<file path="src/rtl/serial_adder_if.sv">
// Start/busy/done handshake and operand/result bus for the serial adder.
interface serial_adder_if #(
    parameter int unsigned WIDTH = 8
);
    logic             start;
    logic [WIDTH-1:0] a;
    logic [WIDTH-1:0] b;
    logic             cin;
    logic             sub;
    logic             busy;
    logic             done;
    logic [WIDTH-1:0] sum;
    logic             cout;
    logic             overflow;

    modport master (
        output start, a, b, cin, sub,
        input  busy, done, sum, cout, overflow
    );

    modport slave (
        input  start, a, b, cin, sub,
        output busy, done, sum, cout, overflow
    );
endinterface

</file>
<file path="src/rtl/serial_adder.sv">
// Multi-cycle adder/subtractor: one BITS_PER_CYCLE-wide adder slice iterated
// STEPS times over WIDTH-bit operands, with a start/busy/done handshake.
module serial_adder #(
    parameter int unsigned WIDTH          = 8,
    parameter int unsigned BITS_PER_CYCLE = 1
) (
    input  logic           clk,
    input  logic           rst,
    serial_adder_if.slave  bus_io
);

    localparam int unsigned BPC     = BITS_PER_CYCLE;
    localparam int unsigned SLICE_W = BPC + 1;
    localparam int unsigned STEPS   = WIDTH / BPC;
    localparam int unsigned CNT_W   = (STEPS > 1) ? $clog2(STEPS) : 1;
    localparam logic [CNT_W-1:0] LAST_STEP = CNT_W'(STEPS - 1);

    typedef enum logic [1:0] {
        IDLE = 2'd0,
        RUN  = 2'd1,
        DONE = 2'd2
    } state_t;

    state_t           state_q;
    logic [WIDTH-1:0] a_q;
    logic [WIDTH-1:0] b_q;
    logic [WIDTH-1:0] res_q;
    logic             carry_q;
    logic [CNT_W-1:0] cnt_q;
    logic             busy_q;
    logic             done_q;
    logic [WIDTH-1:0] sum_q;
    logic             cout_q;
    logic             ovf_q;

    logic [SLICE_W-1:0] slice_d;
    logic               msb_cin_d;
    logic [WIDTH-1:0]   a_d;
    logic [WIDTH-1:0]   b_d;
    logic [WIDTH-1:0]   res_d;

    // Adder slice; carry lands in the top bit, result bits enter res from the MSB side
    always_comb begin
        slice_d   = SLICE_W'(a_q[BPC-1:0]) + SLICE_W'(b_q[BPC-1:0]) + SLICE_W'(carry_q);
        msb_cin_d = a_q[BPC-1] ^ b_q[BPC-1] ^ slice_d[BPC-1];
        a_d       = a_q >> BPC;
        b_d       = b_q >> BPC;
        res_d     = (res_q >> BPC) | (WIDTH'(slice_d[BPC-1:0]) << (WIDTH - BPC));
    end

    always_ff @(posedge clk or posedge rst) begin
        if (rst) begin
            state_q <= IDLE;
            a_q     <= '0;
            b_q     <= '0;
            res_q   <= '0;
            carry_q <= 1'b0;
            cnt_q   <= '0;
            busy_q  <= 1'b0;
            done_q  <= 1'b0;
            sum_q   <= '0;
            cout_q  <= 1'b0;
            ovf_q   <= 1'b0;
        end else begin
            done_q <= 1'b0;
            case (state_q)
                IDLE: begin
                    if (bus_io.start) begin
                        a_q     <= bus_io.a;
                        b_q     <= bus_io.sub ? ~bus_io.b : bus_io.b;
                        carry_q <= bus_io.sub ? 1'b1 : bus_io.cin;
                        cnt_q   <= '0;
                        busy_q  <= 1'b1;
                        state_q <= RUN;
                    end
                end
                RUN: begin
                    a_q     <= a_d;
                    b_q     <= b_d;
                    res_q   <= res_d;
                    carry_q <= slice_d[BPC];
                    cnt_q   <= cnt_q + CNT_W'(1);
                    if (cnt_q == LAST_STEP) begin
                        sum_q   <= res_d;
                        cout_q  <= slice_d[BPC];
                        ovf_q   <= msb_cin_d ^ slice_d[BPC];
                        busy_q  <= 1'b0;
                        done_q  <= 1'b1;
                        state_q <= DONE;
                    end
                end
                DONE: begin
                    state_q <= IDLE;
                end
                default: begin
                    state_q <= IDLE;
                end
            endcase
        end
    end

    assign bus_io.busy     = busy_q;
    assign bus_io.done     = done_q;
    assign bus_io.sum      = sum_q;
    assign bus_io.cout     = cout_q;
    assign bus_io.overflow = ovf_q;

endmodule
</file>
<file path="src/flat_wrapper.sv">
// flat-port wrapper written by rule: the top's interface ports become plain ports
module serial_adder_flat 
#(
    parameter int unsigned WIDTH          = 8,
    parameter int unsigned BITS_PER_CYCLE = 1
)
  (clk, rst, bus_io_start, bus_io_a, bus_io_b, bus_io_cin, bus_io_sub, bus_io_busy, bus_io_done, bus_io_sum, bus_io_cout, bus_io_overflow);
  serial_adder_if #(.WIDTH(WIDTH)) bus_io_i ();
  input  logic clk;
  input  logic rst;
  input wire logic [$bits(bus_io_i.start)-1:0] bus_io_start;
  input wire logic [$bits(bus_io_i.a)-1:0] bus_io_a;
  input wire logic [$bits(bus_io_i.b)-1:0] bus_io_b;
  input wire logic [$bits(bus_io_i.cin)-1:0] bus_io_cin;
  input wire logic [$bits(bus_io_i.sub)-1:0] bus_io_sub;
  output wire logic [$bits(bus_io_i.busy)-1:0] bus_io_busy;
  output wire logic [$bits(bus_io_i.done)-1:0] bus_io_done;
  output wire logic [$bits(bus_io_i.sum)-1:0] bus_io_sum;
  output wire logic [$bits(bus_io_i.cout)-1:0] bus_io_cout;
  output wire logic [$bits(bus_io_i.overflow)-1:0] bus_io_overflow;
  assign bus_io_i.start = bus_io_start;
  assign bus_io_i.a = bus_io_a;
  assign bus_io_i.b = bus_io_b;
  assign bus_io_i.cin = bus_io_cin;
  assign bus_io_i.sub = bus_io_sub;
  assign bus_io_busy = bus_io_i.busy;
  assign bus_io_done = bus_io_i.done;
  assign bus_io_sum = bus_io_i.sum;
  assign bus_io_cout = bus_io_i.cout;
  assign bus_io_overflow = bus_io_i.overflow;
  serial_adder #(.WIDTH(WIDTH), .BITS_PER_CYCLE(BITS_PER_CYCLE)) u_core (.clk(clk), .rst(rst), .bus_io(bus_io_i));
endmodule
</file>
<file path="config.mk">
export PLATFORM = sky130hd
export DESIGN_NAME = serial_adder_flat
export DESIGN_NICKNAME = d
export VERILOG_FILES = /design/src/rtl/serial_adder_if.sv /design/src/rtl/serial_adder.sv /design/src/flat_wrapper.sv
export SDC_FILE = /design/constraint.sdc
export NUM_CORES = 1
export LEC_CHECK = 0
export ABC_CLOCK_PERIOD_IN_PS = 1800
export BUFFER_PORTS_ARGS = -buffer_cell sky130_fd_sc_hd__buf_2
export CAP_MARGIN = 20
export CORE_ASPECT_RATIO = 0.8
export CORE_MARGIN = 5
export CORE_UTILIZATION = 28
export DETAILED_ROUTE_END_ITERATION = 16
export SETUP_SLACK_MARGIN = 0.02
export SLEW_MARGIN = 20
export SYNTH_ARGS = -nofsm -noshare
export SYNTH_HDL_FRONTEND = slang
export SYNTH_SLANG_ARGS = --single-unit
</file>
<file path="constraint.sdc">
create_clock -name clk -period 1.8 [get_ports clk]
set_input_delay 0.09 -clock clk [delete_from_list [all_inputs] [get_ports clk]]
set_output_delay 0.09 -clock clk [all_outputs]
set_load 0.005 [all_outputs]
</file>
Word level (Yosys, flattened, before mapping)
Cells that the tools add are included.
{ "word_totals": {"wordCells": 47, "reg_bits": 42} }
{ "op_classes": {"bitwise_logic": 5, "add_sub_neg": 3, "muxes": 18, "eq_ne": 4, "n_reduce_logical": 6} }
{ "op_table": {"columns": ["cell", "n"], "rows": [
  ["8-bit one-hot mux with 2 select lines", 2],
  ["8-bit 2-to-1 mux", 3],
  ["8-bit NOT", 1],
  ["7-bit by 8-bit OR with 8-bit output", 1],
  ["1-bit 2-to-1 mux", 6],
  ["3-bit one-hot mux with 2 select lines", 1],
  ["2-bit AND reduction", 3],
  ["2-bit 2-to-1 mux", 2],
  ["1-bit one-hot mux with 2 select lines", 2],
  ["2-bit one-hot mux with 2 select lines", 1],
  ["3-bit by 1-bit adder with 3-bit output (second input constant)", 1],
  ["3-bit equality test (second input constant)", 1],
  ["3-bit 2-to-1 mux", 1],
  ["3-bit AND reduction", 1],
  ["1-bit bitwise XOR", 3],
  ["1-bit by 1-bit adder with 2-bit output", 1],
  ["2-bit by 1-bit adder with 2-bit output", 1],
  ["2-bit by 1-bit equality test with 1-bit output (second input constant)", 1],
  ["2-bit zero test", 1],
  ["2-bit by 1-bit inequality test with 1-bit output (second input constant)", 1],
  ["2-bit inequality test (second input constant)", 1],
  ["2-bit nonzero test", 1]
]} }

Depth between registers and ports, before layout
{ "depth": {"ltp_word": 4, "ltp_mapped": 6, "mapped_depth_nobuf": 5} }

Worst setup path before layout
OpenSTA, ideal clock, no wires.
{ "synth_timing": {"path_type": "register -> register", "start": "reg u_core.cnt_q[0]", "end": "reg u_core.sum_q[1], in the netlist u_core.bus_io.sum[1]", "stages_incl_launch_ff": 6, "t_arrival_ns": 1.308, "setup_ns": 0.125, "setup_slack_ns": 0.367, "path_cell_list": "dfrtp_1 > ha_1 > ha_1 > nand3b_4 > buf_6 > mux2_4"} }
{ "synth_via": {"elab_chain_len": 2} }
{ "synth_lines": {"columns": ["element", "line_no", "text"], "rows": [
  ["start: declaration", "serial_adder.sv:29", "logic [CNT_W-1:0] cnt_q;"],
  ["start signal: assignment", "serial_adder.sv:82", "cnt_q <= cnt_q + CNT_W'(1);"],
  ["3-bit equality test", "serial_adder.sv:83", "if (cnt_q == LAST_STEP) begin"],
  ["2-bit AND reduction (no source line)", null, null],
  ["end signal: assignment", "serial_adder.sv:84", "sum_q <= res_d;"],
  ["end: declaration", "serial_adder.sv:32", "logic [WIDTH-1:0] sum_q;"]
]} }
No other way between the ends.
A chain may end at the register's enable or synchronous reset.

Final worst setup path
{ "layout_timing": {"start": "reg u_core.state_q[0]", "end": "reg u_core.a_q[7]"} }
{ "layout_via": {"elab_chain_len": 3} }
{ "layout_lines": {"columns": ["element", "line_no", "text"], "rows": [
  ["start: declaration", "serial_adder.sv:24", "state_t state_q;"],
  ["start signal: assignment", "serial_adder.sv:53", "state_q <= IDLE;"],
  ["start signal: assignment", "serial_adder.sv:74", "state_q <= RUN;"],
  ["start signal: assignment", "serial_adder.sv:89", "state_q <= DONE;"],
  ["2-bit by 1-bit equality test with 1-bit output / 2-bit zero test (equally long branches)", "serial_adder.sv:66", "case (state_q)"],
  ["2-bit nonzero test (no source line) / 2-bit inequality test (equally long branches)", null, null],
  ["2-bit AND reduction (no source line)", null, null],
  ["end signal: assignment", "serial_adder.sv:69", "a_q <= bus_io.a;"],
  ["end: declaration", "serial_adder.sv:25", "logic [WIDTH-1:0] a_q;"]
]} }
Several ways; a longest one is shown, not always the timed one.

==> results.tsv <==
metric	value	unit
leakagePower	1.082	nW
arrival	1780	ps
cp_max_fo	12	
top_level_ports	33	
root_buffer	clkbuf_8	
worst_slew_pin_slew	798.9	ps
io_buffers	32	
setup_violations	0	
critPathBufInv	0	
core-area	6409	um2
dieArea	8370	um2
final_cell_count_no_fill	275	
first_pass_iters	4	
place_hpwl	2570	um
via_count	1219	
finalNetCount	214	
cts_tree	yes	
busiest_layer	met1	
fill_cells	659	
fmax	0.6499	GHz
slowest_stage	nor2b_1	
fp.dieH	82.84	um
ys_seq_area_share	55.26	%
placementRows	26	
ys_types	25	
grt_pass1_vias	1222	
synth_seq_cells	41	
start_kind	flip-flop	
clk_latency	300	ps
power	3.586	mW
final_common_cell	dfrtp_1	
maxSlewHeadroom	46.63	%
die_x	101.0	um
cts_setup_buffers	0	
finalMaxSlewViolations	0	
cts_buffers	5	
grt.met1_usage	12.94	%
initial_core_util	28.97	%
drt_iter0_markers	38	
htree_levels	2	
rsz0062_at_grt	false	
antenna_found_initial	0	
detail_route.wl_per_cell	13.08	um
ir_drop	0.5100	mV
worst-setup-path-type	reg -> reg	
outcome	completed	
synthTopCellsByArea	dfrtp_1, mux2_2, o21ai_0	
cts.reportedPaths.clkPinSlew	80	ps
synth_largest_area_cell	dfrtp_1	
syn2layout_area_growth	20.22	%
ant_nets	0	
synth_xor_area_share	5.189	%
power_density	1606	nW/um2
tns	0	ps
use_met3	3.266	%
clock_skew	6.775	ps
synth-warning-count	0	
clock_sinks	41	
grt_max_degree	42	
antenna_cells	0	
grt_use_met2	12.71	%
cp.required	2040	ps
synth_top_area_share	55.26	%
grt.total_usage	9.283	%
synth_compound_area_share	13.54	%
syn_avg_cell_area	12.14	um2
dp.cells	266	
yosys.area_share.simple	7.412	%
cts_buffer_depth	2	
place_congestion	0.7073	
crit_path_max_incr_delay	650	ps
vias_per_cell	4.433	
finalCritPeriodShare	85.48	%
syn_nets	177	
min_path_type	in -> reg	
drc_errors	0	
final_core_util	34.83	%
synthAdderAreaFrac	2.426	%
cp_top_family	simple AND/OR/NAND/NOR gates	
final_layout_size_suffix_gt1_share	34.03	%
grt_pass1_wl	6161	um
synthCells	153	
layout_common_cells	dfrtp_1, buf_2, o21ai_0	
cap_violations	0	
synth.cell_area	1857	um2
wl	3598	um
min_period	1539	ps
path_cells	nor2b_1 -> and2_1 -> a22o_1	
final-hold-violation-count	0	
overflow	0	
endpoint_kind	flip-flop	
muxShareOfSynthArea	11.52	%
synth_top_family_by_area	compound AO/OA/AOI/OAI gates	
[per-stage QoR]
stage | setup WS (ps) | area (um2) | hold WS [ps]
final | 261.4 | 2232 | 17.59
after global routing | 72.49 | 2232 | 24.96
after CTS | 221.5 | 2232 | 9.869
after detailed placement | 239.3 | 2107 | 255.8
after global placement | 287.0 | 2107 | 252.8
after floorplan | 366.9 | 1857 | 222.5
[worst register-to-register path: stages (launching register included)]
cell and delay [ps]:
dfrtp_1 440, nor2b_1 650, and2_1 260, a22o_1 130
[cell type report]
class / instances / area (um2) / share of cell area, %
flip-flops and latches: 41 / 1026 / 45.96
multi-input cells: 97 / 744.5 / 33.35
repair buffers: 40 / 222.7 / 9.978
well taps: 84 / 105.1 / 4.709
clock buffers: 5 / 68.82 / 3.083
clock inverters: 3 / 46.29 / 2.074
inverters: 5 / 18.77 / 0.8408
[Yosys cell counts]
| library cell | n |
|---|---|
| and3b_1 | 4 |
| clkbuf_2 | 1 |
| xnor2_1 | 3 |
| a22oi_1 | 10 |
| mux2_4 | 6 |
| o21ai_0 | 18 |
| o21ai_1 | 1 |
| fa_1 | 1 |
| xor2_1 | 8 |
| buf_6 | 2 |
| buf_2 | 2 |
| a22o_1 | 5 |
| a21oi_1 | 6 |
| nor2_1 | 1 |
| inv_1 | 5 |
| o21bai_1 | 1 |
| mux2_2 | 11 |
| nand3b_4 | 1 |
| dfrtp_1 | 41 |
| buf_4 | 3 |
| and2_1 | 1 |
| clkbuf_1 | 2 |
| ha_1 | 2 |
| nor2b_1 | 2 |
| nand2_1 | 16 |
[path summary, 6_finish.rpt]
| path | start | to | slack (ps) | cells past startpoint |
|---|---|---|---|---|
| max in group asynchronous | rst | u_core.b_q[5] | 1000 | 4 |
| worst max-delay path | u_core.state_q[0] | u_core.a_q[7] | 260 | 3 |
| worst min register to register | u_core.b_q[3] | u_core.b_q[3] | 490 | 2 |
| min in group asynchronous | rst | u_core.bus_io.cout | 460 | 4 |
| worst min-delay path | bus_io_a[7] | u_core.a_q[7] | 20 | 2 |
| worst max register to register | u_core.state_q[0] | u_core.a_q[7] | 260 | 3 |
[cells by family after synthesis]
kind of cell,count (synthesis)
XOR/XNOR,11
adder cells (fa/ha/maj),3
multiplexers,17
flip-flops,41
AO/OA/AOI/OAI,41
buffers and inverters,15
AND/OR/NAND/NOR,25
[per-layer routing]
metal / wire length (um) / share of wire, % / vias to the layer above
li1: - / - / 605
met1: 1690 / 47 / 583
met2: 1623 / 45 / 25
met3: 220 / 6.1 / 6
met4: 63 / 1.8 / 0
met5: 0 / 0 / -
[registers in the layout, summed over array words and instances, names as in the netlist]
name / count
u_core.a_q: 8
u_core.b_q: 8
u_core.bus_io.sum: 8
u_core.res_q: 7
u_core.cnt_q: 3
u_core.state_q: 2
u_core.bus_io.busy: 1
u_core.bus_io.cout: 1
u_core.bus_io.done: 1
u_core.bus_io.overflow: 1
u_core.carry_q: 1
[repair_timing]
action / in CTS / in global routing
hold endpoints to repair: 41 / 0
hold buffers: 1 / 0
gates resized for setup: 0 / 0
[report_power, final]
part           total (mW)  switching [mW]  leakage [nW]  internal (mW)
clock               0.751           0.336        0.0543          0.415
sequential           1.55           0.239         0.516           1.31
combinational        1.28           0.559         0.512          0.726
total                3.59            1.13          1.08           2.45
Note: power is estimated with default switching activity, not from simulation.
